`src/rtl/pkt_ingress.sv`:
```
// ============================================================================
// pkt_ingress : collects a byte stream into a 128-byte packet image for a core.
// Option      : PKT_INGRESS_OVERSIZE_DROP_EN discards oversize packets (else truncates).
// Revision    : 1.0
// ============================================================================
`default_nettype none

module pkt_ingress (
    input  logic          clock,
    input  logic          nrst,
    input  logic [7:0]    s_data,
    input  logic          s_valid,
    input  logic          s_last,
    output logic          s_ready,
    input  logic          core_done,
    output logic [1023:0] pkt_data,
    output logic [7:0]    pkt_len,
    output logic          pkt_valid,
    output logic          core_start,
    output logic          pkt_trunc,
    output logic          pkt_drop
);

    typedef enum logic [1:0] {
        IDLE  = 2'd0,
        FILL  = 2'd1,
        DRAIN = 2'd2,
        READY = 2'd3
    } state_t;

    localparam logic [7:0] C_LAST_IDX = 8'd127;

    state_t     r_state;
    state_t     w_next;
    logic       w_accept;
    logic       w_wr_en;
    logic       w_clear;
    logic       w_set_trunc;
    logic [9:0] w_idx;
`ifdef PKT_INGRESS_OVERSIZE_DROP_EN
    logic       w_drop;
`endif

    assign s_ready   = (r_state != READY);
    assign pkt_valid = (r_state == READY);
    assign w_accept  = s_valid & s_ready;
    assign w_idx     = {pkt_len[6:0], 3'b000};

    always_comb begin
        w_next      = r_state;
        w_wr_en     = 1'b0;
        w_clear     = 1'b0;
        w_set_trunc = 1'b0;
`ifdef PKT_INGRESS_OVERSIZE_DROP_EN
        w_drop      = 1'b0;
`endif
        case (r_state)
            IDLE: begin
                if (w_accept) begin
                    w_wr_en = 1'b1;
                    w_next  = s_last ? READY : FILL;
                end
            end
            FILL: begin
                if (w_accept) begin
                    w_wr_en = 1'b1;
                    // last byte wins over the buffer-full transition
                    if (s_last)
                        w_next = READY;
                    else if (pkt_len == C_LAST_IDX)
                        w_next = DRAIN;
                end
            end
            DRAIN: begin
                if (w_accept && s_last) begin
`ifdef PKT_INGRESS_OVERSIZE_DROP_EN
                    w_next  = IDLE;
                    w_clear = 1'b1;
                    w_drop  = 1'b1;
`else
                    w_next      = READY;
                    w_set_trunc = 1'b1;
`endif
                end
            end
            READY: begin
                if (core_done) begin
                    w_next  = IDLE;
                    w_clear = 1'b1;
                end
            end
            default: w_next = IDLE;
        endcase
    end

    always_ff @(posedge clock or negedge nrst) begin
        if (!nrst)
            r_state <= IDLE;
        else
            r_state <= w_next;
    end

    always_ff @(posedge clock or negedge nrst) begin
        if (!nrst) begin
            pkt_data   <= '0;
            pkt_len    <= 8'd0;
            core_start <= 1'b0;
            pkt_trunc  <= 1'b0;
        end else begin
            core_start <= (w_next == READY) && (r_state != READY);
            if (w_clear) begin
                pkt_data <= '0;
                pkt_len  <= 8'd0;
            end else if (w_wr_en) begin
                pkt_data[w_idx +: 8] <= s_data;
                pkt_len              <= pkt_len + 8'd1;
            end
            if (w_clear)
                pkt_trunc <= 1'b0;
            else if (w_set_trunc)
                pkt_trunc <= 1'b1;
        end
    end

`ifdef PKT_INGRESS_OVERSIZE_DROP_EN
    always_ff @(posedge clock or negedge nrst) begin
        if (!nrst)
            pkt_drop <= 1'b0;
        else
            pkt_drop <= w_drop;
    end
`else
    assign pkt_drop = 1'b0;
`endif

endmodule

`default_nettype wire

```
`config.mk`:
```
export PLATFORM = sky130hd
export DESIGN_NAME = pkt_ingress
export DESIGN_NICKNAME = d
export VERILOG_FILES = /design/src/rtl/pkt_ingress.sv
export SDC_FILE = /design/constraint.sdc
export NUM_CORES = 2
export LEC_CHECK = 0
export BUFFER_PORTS_ARGS = -buffer_cell sky130_fd_sc_hd__clkbuf_2
export CELL_PAD_IN_SITES_DETAIL_PLACEMENT = 0
export CELL_PAD_IN_SITES_GLOBAL_PLACEMENT = 1
export CORE_AREA = 2 2 415 417
export CTS_CLUSTER_SIZE = 12
export DETAILED_ROUTE_END_ITERATION = 6
export DIE_AREA = 0 0 417 419
export PLACE_DENSITY_LB_ADDON = 0.15
export SETUP_SLACK_MARGIN = 0.3
export SYNTH_ARGS = -nofsm -noshare
export SYNTH_HDL_FRONTEND = slang
export SYNTH_SLANG_ARGS = --single-unit
```
`constraint.sdc`:
```
create_clock -name clock -period 6.7 [get_ports clock]
set_input_delay 1.34 -clock clock [delete_from_list [all_inputs] [get_ports clock]]
set_output_delay 1.34 -clock clock [all_outputs]
set_load 0.03 [all_outputs]
```
# After elaboration in Yosys (flattened, before gate mapping)
# Cells that the tools add are included.
# W data, S select, Z words.
dict set report classes {
  mux 21
  add_sub_neg 2
  n_reduce_logical 6
  n_shift 2
  eq_ne 6
  bitwise_logic 1
}
# cell count
set ops {}
lappend ops {{$mux W1024} 2}
lappend ops {{$bwmux W1024} 1}
lappend ops {{$shift A8 B12 Y1024 const A} 1}
lappend ops {{$shiftx A8 B12 Y1024} 1}
lappend ops {{$mux W8} 2}
lappend ops {{$mux W2} 7}
lappend ops {{$neg A10 Y12} 1}
lappend ops {{$add A8 B1 Y8 const B} 1}
lappend ops {{$eq A8 B7 Y1 const B} 1}
lappend ops {{$mux W1} 8}
lappend ops {{$pmux W2 S4} 1}
lappend ops {{$eq A2 B2 Y1 const B} 3}
lappend ops {{$reduce_bool A2 Y1} 2}
lappend ops {{$eq A2 B1 Y1 const B} 1}
lappend ops {{$logic_and A1 B1 Y1} 2}
lappend ops {{$logic_not A2 Y1} 1}
lappend ops {{$ne A2 B2 Y1 const B} 1}
lappend ops {{$reduce_or A2 Y1} 1}
lappend ops {{$and A1 B1 Y1} 1}
dict set report totals {
  word_cells 43
  in_bits 13
  output_inout_bits 1037
  reg_bits 1036
}

# Logic depth before layout (Yosys ltp)
dict set report depth {
  word_depth 7
  depth_mapped 13
  mapped_depth_nobuf 7
}

# Worst setup path after synthesis
# Ideal clock, no wire load.
dict set report synth_path {
  path_type {reg2reg}
  from {register pkt_len[0]}
  to {register pkt_data[959]}
  t_arrival_ns 3.207
  setup_time_ns 0.121
  stages_incl_launch_ff 12
  n_path_buf 4
  required_time_ns 6.579
  setup_slack_ns 3.372
  synth_period_minus_slack_ns 3.328
  cell_sequence {dfrtp_1 clkbuf_1 inv_1 ha_1 buf_2 or4b_1 buf_2 or3_4 buf_6 a211oi_2 a21oi_1 a22o_1}
}
dict set report synth_via {
  elab_chain_len 5
  word_cells_on_any_way 6
  cone_classes {add/sub (1); shift (2); mux (3)}
}
# element line
set synth_lines {}
lappend synth_lines {{start: declaration} 17} ;# output logic [7:0] pkt_len,
lappend synth_lines {{start signal: assignment} 116} ;# pkt_len <= pkt_len + 8'd1;
lappend synth_lines {{$neg A10 Y12 *} 115} ;# pkt_data[w_idx +: 8] <= s_data;
lappend synth_lines {{$shiftx A8 B12 Y1024 / $shift A8 B12 Y1024 (equally long branches)} 115}
lappend synth_lines {{$bwmux W1024 *} 115}
lappend synth_lines {{$mux W1024 *} 114} ;# end else if (w_wr_en) begin
lappend synth_lines {{$mux W1024 *} 111} ;# if (w_clear) begin
lappend synth_lines {{end signal: indexed assignment} 115}
lappend synth_lines {{end: declaration} 16} ;# output logic [1023:0] pkt_data,
# Every way passes the cells marked *; elsewhere a longest branch is shown, timed or not. The select of a mux whose other input is x is not followed.
# A chain may end at the register's enable or synchronous reset.

# Worst setup path in the final report
dict set report layout_path {
  from {register pkt_len[0]}
  to {register pkt_data[846]}
}
# The elaborated chain is that of the path after synthesis.

==> flow_summary.yaml <==
run_status:
  status: "completed"
setup_path:
  worstPathRequired_ns: 7.31
  slowest_delay_ns: 0.96
  critPathSlowestCell: "xnor2_1"
  worstSetupStartpointType: "flip-flop"
  cp_max_fo: 18
  end_kind: "flip-flop"
  worstSetupPathType: "flip-flop to flip-flop"
  crit_chain: "inv_1 -> ha_1 -> xnor2_1 -> nand2_1 -> a211oi_2 -> a21oi_1 -> o2bb2ai_1"
  worstPathArrival_ns: 5.14
logic_synthesis:
  ys_ff_latch: 1036
  syn_area_per_cell_sq_um: 13.3
  yosysWarnings: 0
  synth_seq_area_share: 0.653
  synth_nets: 3011
  postSynth.asyncResetShare: 1.00
  syn_inst: 2993
  synth_flop_cell: "dfrtp_1"
  synth_area_sq_um: 39700
  synth_edf_count: 0
  synthDistinctLibCells: 60
global_routing:
  antenna_found_initial: 9
  grt.total_usage: 0.226
  grt_pass1_vias: 31100
  grt_pass1_wl_mm: 276
  grt_max_degree: 170
  grt_overflow: 0
timing:
  finalHoldViolations: 0
  hold_ws_ns: 0.483
  period_needed_ns: 4.53
  max_freq_ghz: 0.221
  fin_worst_skew_ns: 0.0273
  tightest_slew_ns: 1.17
  rsz0062_at_grt: "false"
  drv_slew: 0
  finalSetupViolCount: 0
  finalSetupTns_ns: 0
  slew_headroom: 0.211
  period_share: 0.677
clocking:
  cts.sinks: 1036
  ctsLongestPathBuffers: 3
  clockRootBuffer: "clkbuf_16"
  cts-buffers-inserted: 120
  path_clk_slew_ns: 0.06
  ctsHtreeMaxLevel: 3
  cts_setup_buffers: 0
  cts_tree: "yes"
  worstSkewPairLatency_ns: 0.77
  ctsResizeCount: 0
  cts_hold_buf: 0
run:
  drv_cap: 0
layout:
  layout_common_cells: "clkbuf_2 (1,047), dfrtp_1 (1,036), o2bb2ai_1 (573), nand2_1 (423), mux2i_1 (289)"
  num-fill-cells: 17600
  layout_commonest_cell: "clkbuf_2"
  finalNetCount: 4069
  fin_area_sq_um: 52000
  area_growth_pct: 31.1
  drive_gt1_frac: 0.341
power:
  powerDensity_nw_per_um2: 319
  peakVddDrop_mv: 0.203
  leakage_nw: 26.4
floorplan:
  dieArea_sq_um: 175000
  die_h_um: 419
  core_area_sq_um: 171000
  initial_core_util: 0.233
  rows: 152
  ioPinCount: 1050
  die_w_um: 417
drt:
  route.detailed.drc: 0
  first_iter_violations: 2285
  routedWlPerCell_um: 31.9
  drtPass1Iterations: 5
  drt-total-wl_mm: 203
  vias: 30600
  detail-route-antenna-nets: 0
  vias_per_cell: 4.79
hold_path:
  hold_class: "flip-flop to flip-flop"
place:
  dp_hpwl_mm: 143
  port_buffers: 1048
  gp_congestion: 0.790
  dpl_cell_area_sq_um: 47900
[final cells by class]
class                      count  area (sq um)  area share
timing repair buffer        1131          6020       0.116
sequential                  1036         25900       0.498
clock inverter                33           576      0.0111
inverter                       6          22.5    0.000433
multi-input combinational   1756         13100       0.253
tap                         2233          2790      0.0537
antenna                        2          5.00   0.0000962
clock buffer                 180          3530      0.0678
[metal layers]
layer / track usage / vias up / share of wire
met4: 0.100 / 0 / 0.047
met1: 0.271 / 16100 / 0.40
met2: 0.387 / 897 / 0.50
met5: 0 / - / 0
met3: 0.0504 / 284 / 0.053
li1: - / 13300 / -
[where the power goes]
group	total, mW	switching (mW)	leakage, nW	internal, mW
Combinational	3.20	2.68	9.97	0.520
Clock	6.94	2.86	1.99	4.08
Sequential	6.48	0.114	14.5	6.36
[stage by stage]
| stage | setup WS (ns) | utilization | std cells | total power [mW] |
|---|---|---|---|---|
| 2_1_floorplan | 3.37 | - | 2993 | 8.21 |
| 3_3_place_gp | 2.12 | 0.281 | 6162 | 9.90 |
| 3_5_place_dp | 2.12 | 0.281 | 6162 | 9.89 |
| 4_1_cts | 1.93 | 0.305 | 6375 | 16.9 |
| 5_1_grt | 1.91 | 0.305 | 6377 | 17.3 |
| 6_report | 2.17 | 0.305 | 6377 | 16.6 |
[Yosys cell counts, types with 5 or more instances]
master,count,area [sq um]
nand2b_1,5,31.3
clkbuf_1,174,653
buf_2,11,55.1
ha_1,5,62.6
nor4_2,5,62.6
nor4_4,5,106
a31oi_1,6,37.5
a211oi_2,9,113
nand2_1,423,1590
a22o_1,147,1290
o2bb2ai_1,573,5020
nand2_2,23,144
mux2i_1,289,2890
o21ai_0,5,25.0
nor3_1,5,25.0
nor4_1,5,31.3
a21oi_2,25,219
nor2_1,41,154
nand3_1,30,150
o22ai_1,21,131
a21oi_1,69,345
dfrtp_1,1036,25900
and2_1,9,56.3
buf_1,6,22.5
inv_1,6,22.5
[path summary, 6_finish.rpt]
kind	cells past startpoint	end	from	slack, ns
min in group asynchronous	1	pkt_data[452]	nrst	0.58
max in group asynchronous	2	pkt_data[530]	nrst	4.42
min	1	pkt_data[172]	pkt_data[172]	0.48
max reg2reg	7	pkt_data[846]	pkt_len[0]	2.17
min reg2reg	1	pkt_data[172]	pkt_data[172]	0.48
max	7	pkt_data[846]	pkt_len[0]	2.17
[sequential cells by signal (all words and copies together) (netlist names)]
name        flops
core_start      1
r_state         2
pkt_data     1024
pkt_trunc       1
pkt_len         8
[kinds of logic (layout without fill, tap and decap cells)]
logic type / after synthesis / count (layout) / synth area share
muxes: 289 / 289 / 0.0729
adders and majority gates: 5 / 5 / 0.00158
buffers and inverters: 201 / 1350 / 0.0198
xor gates and xnor gates: 7 / 7 / 0.00155
and+or+nand+nor: 580 / 580 / 0.0651
AOI/OAI and AO/OA: 874 / 874 / 0.186
DFF: 1036 / 1036 / 0.653
other: 1 / 3 / 0.0000945
[worst max-delay path, delay by kind of cell, from the launching register on]
family / cells / cell delay (ns)
AND/OR/NAND/NOR: 1 / 0.42
flip-flops: 1 / 0.77
buffers and inverters: 1 / 0.25
AO/OA/AOI/OAI: 3 / 1.56
adder cells (fa/ha/maj): 1 / 0.41
XOR/XNOR: 1 / 0.96
(Power assumes the default switching activity.)
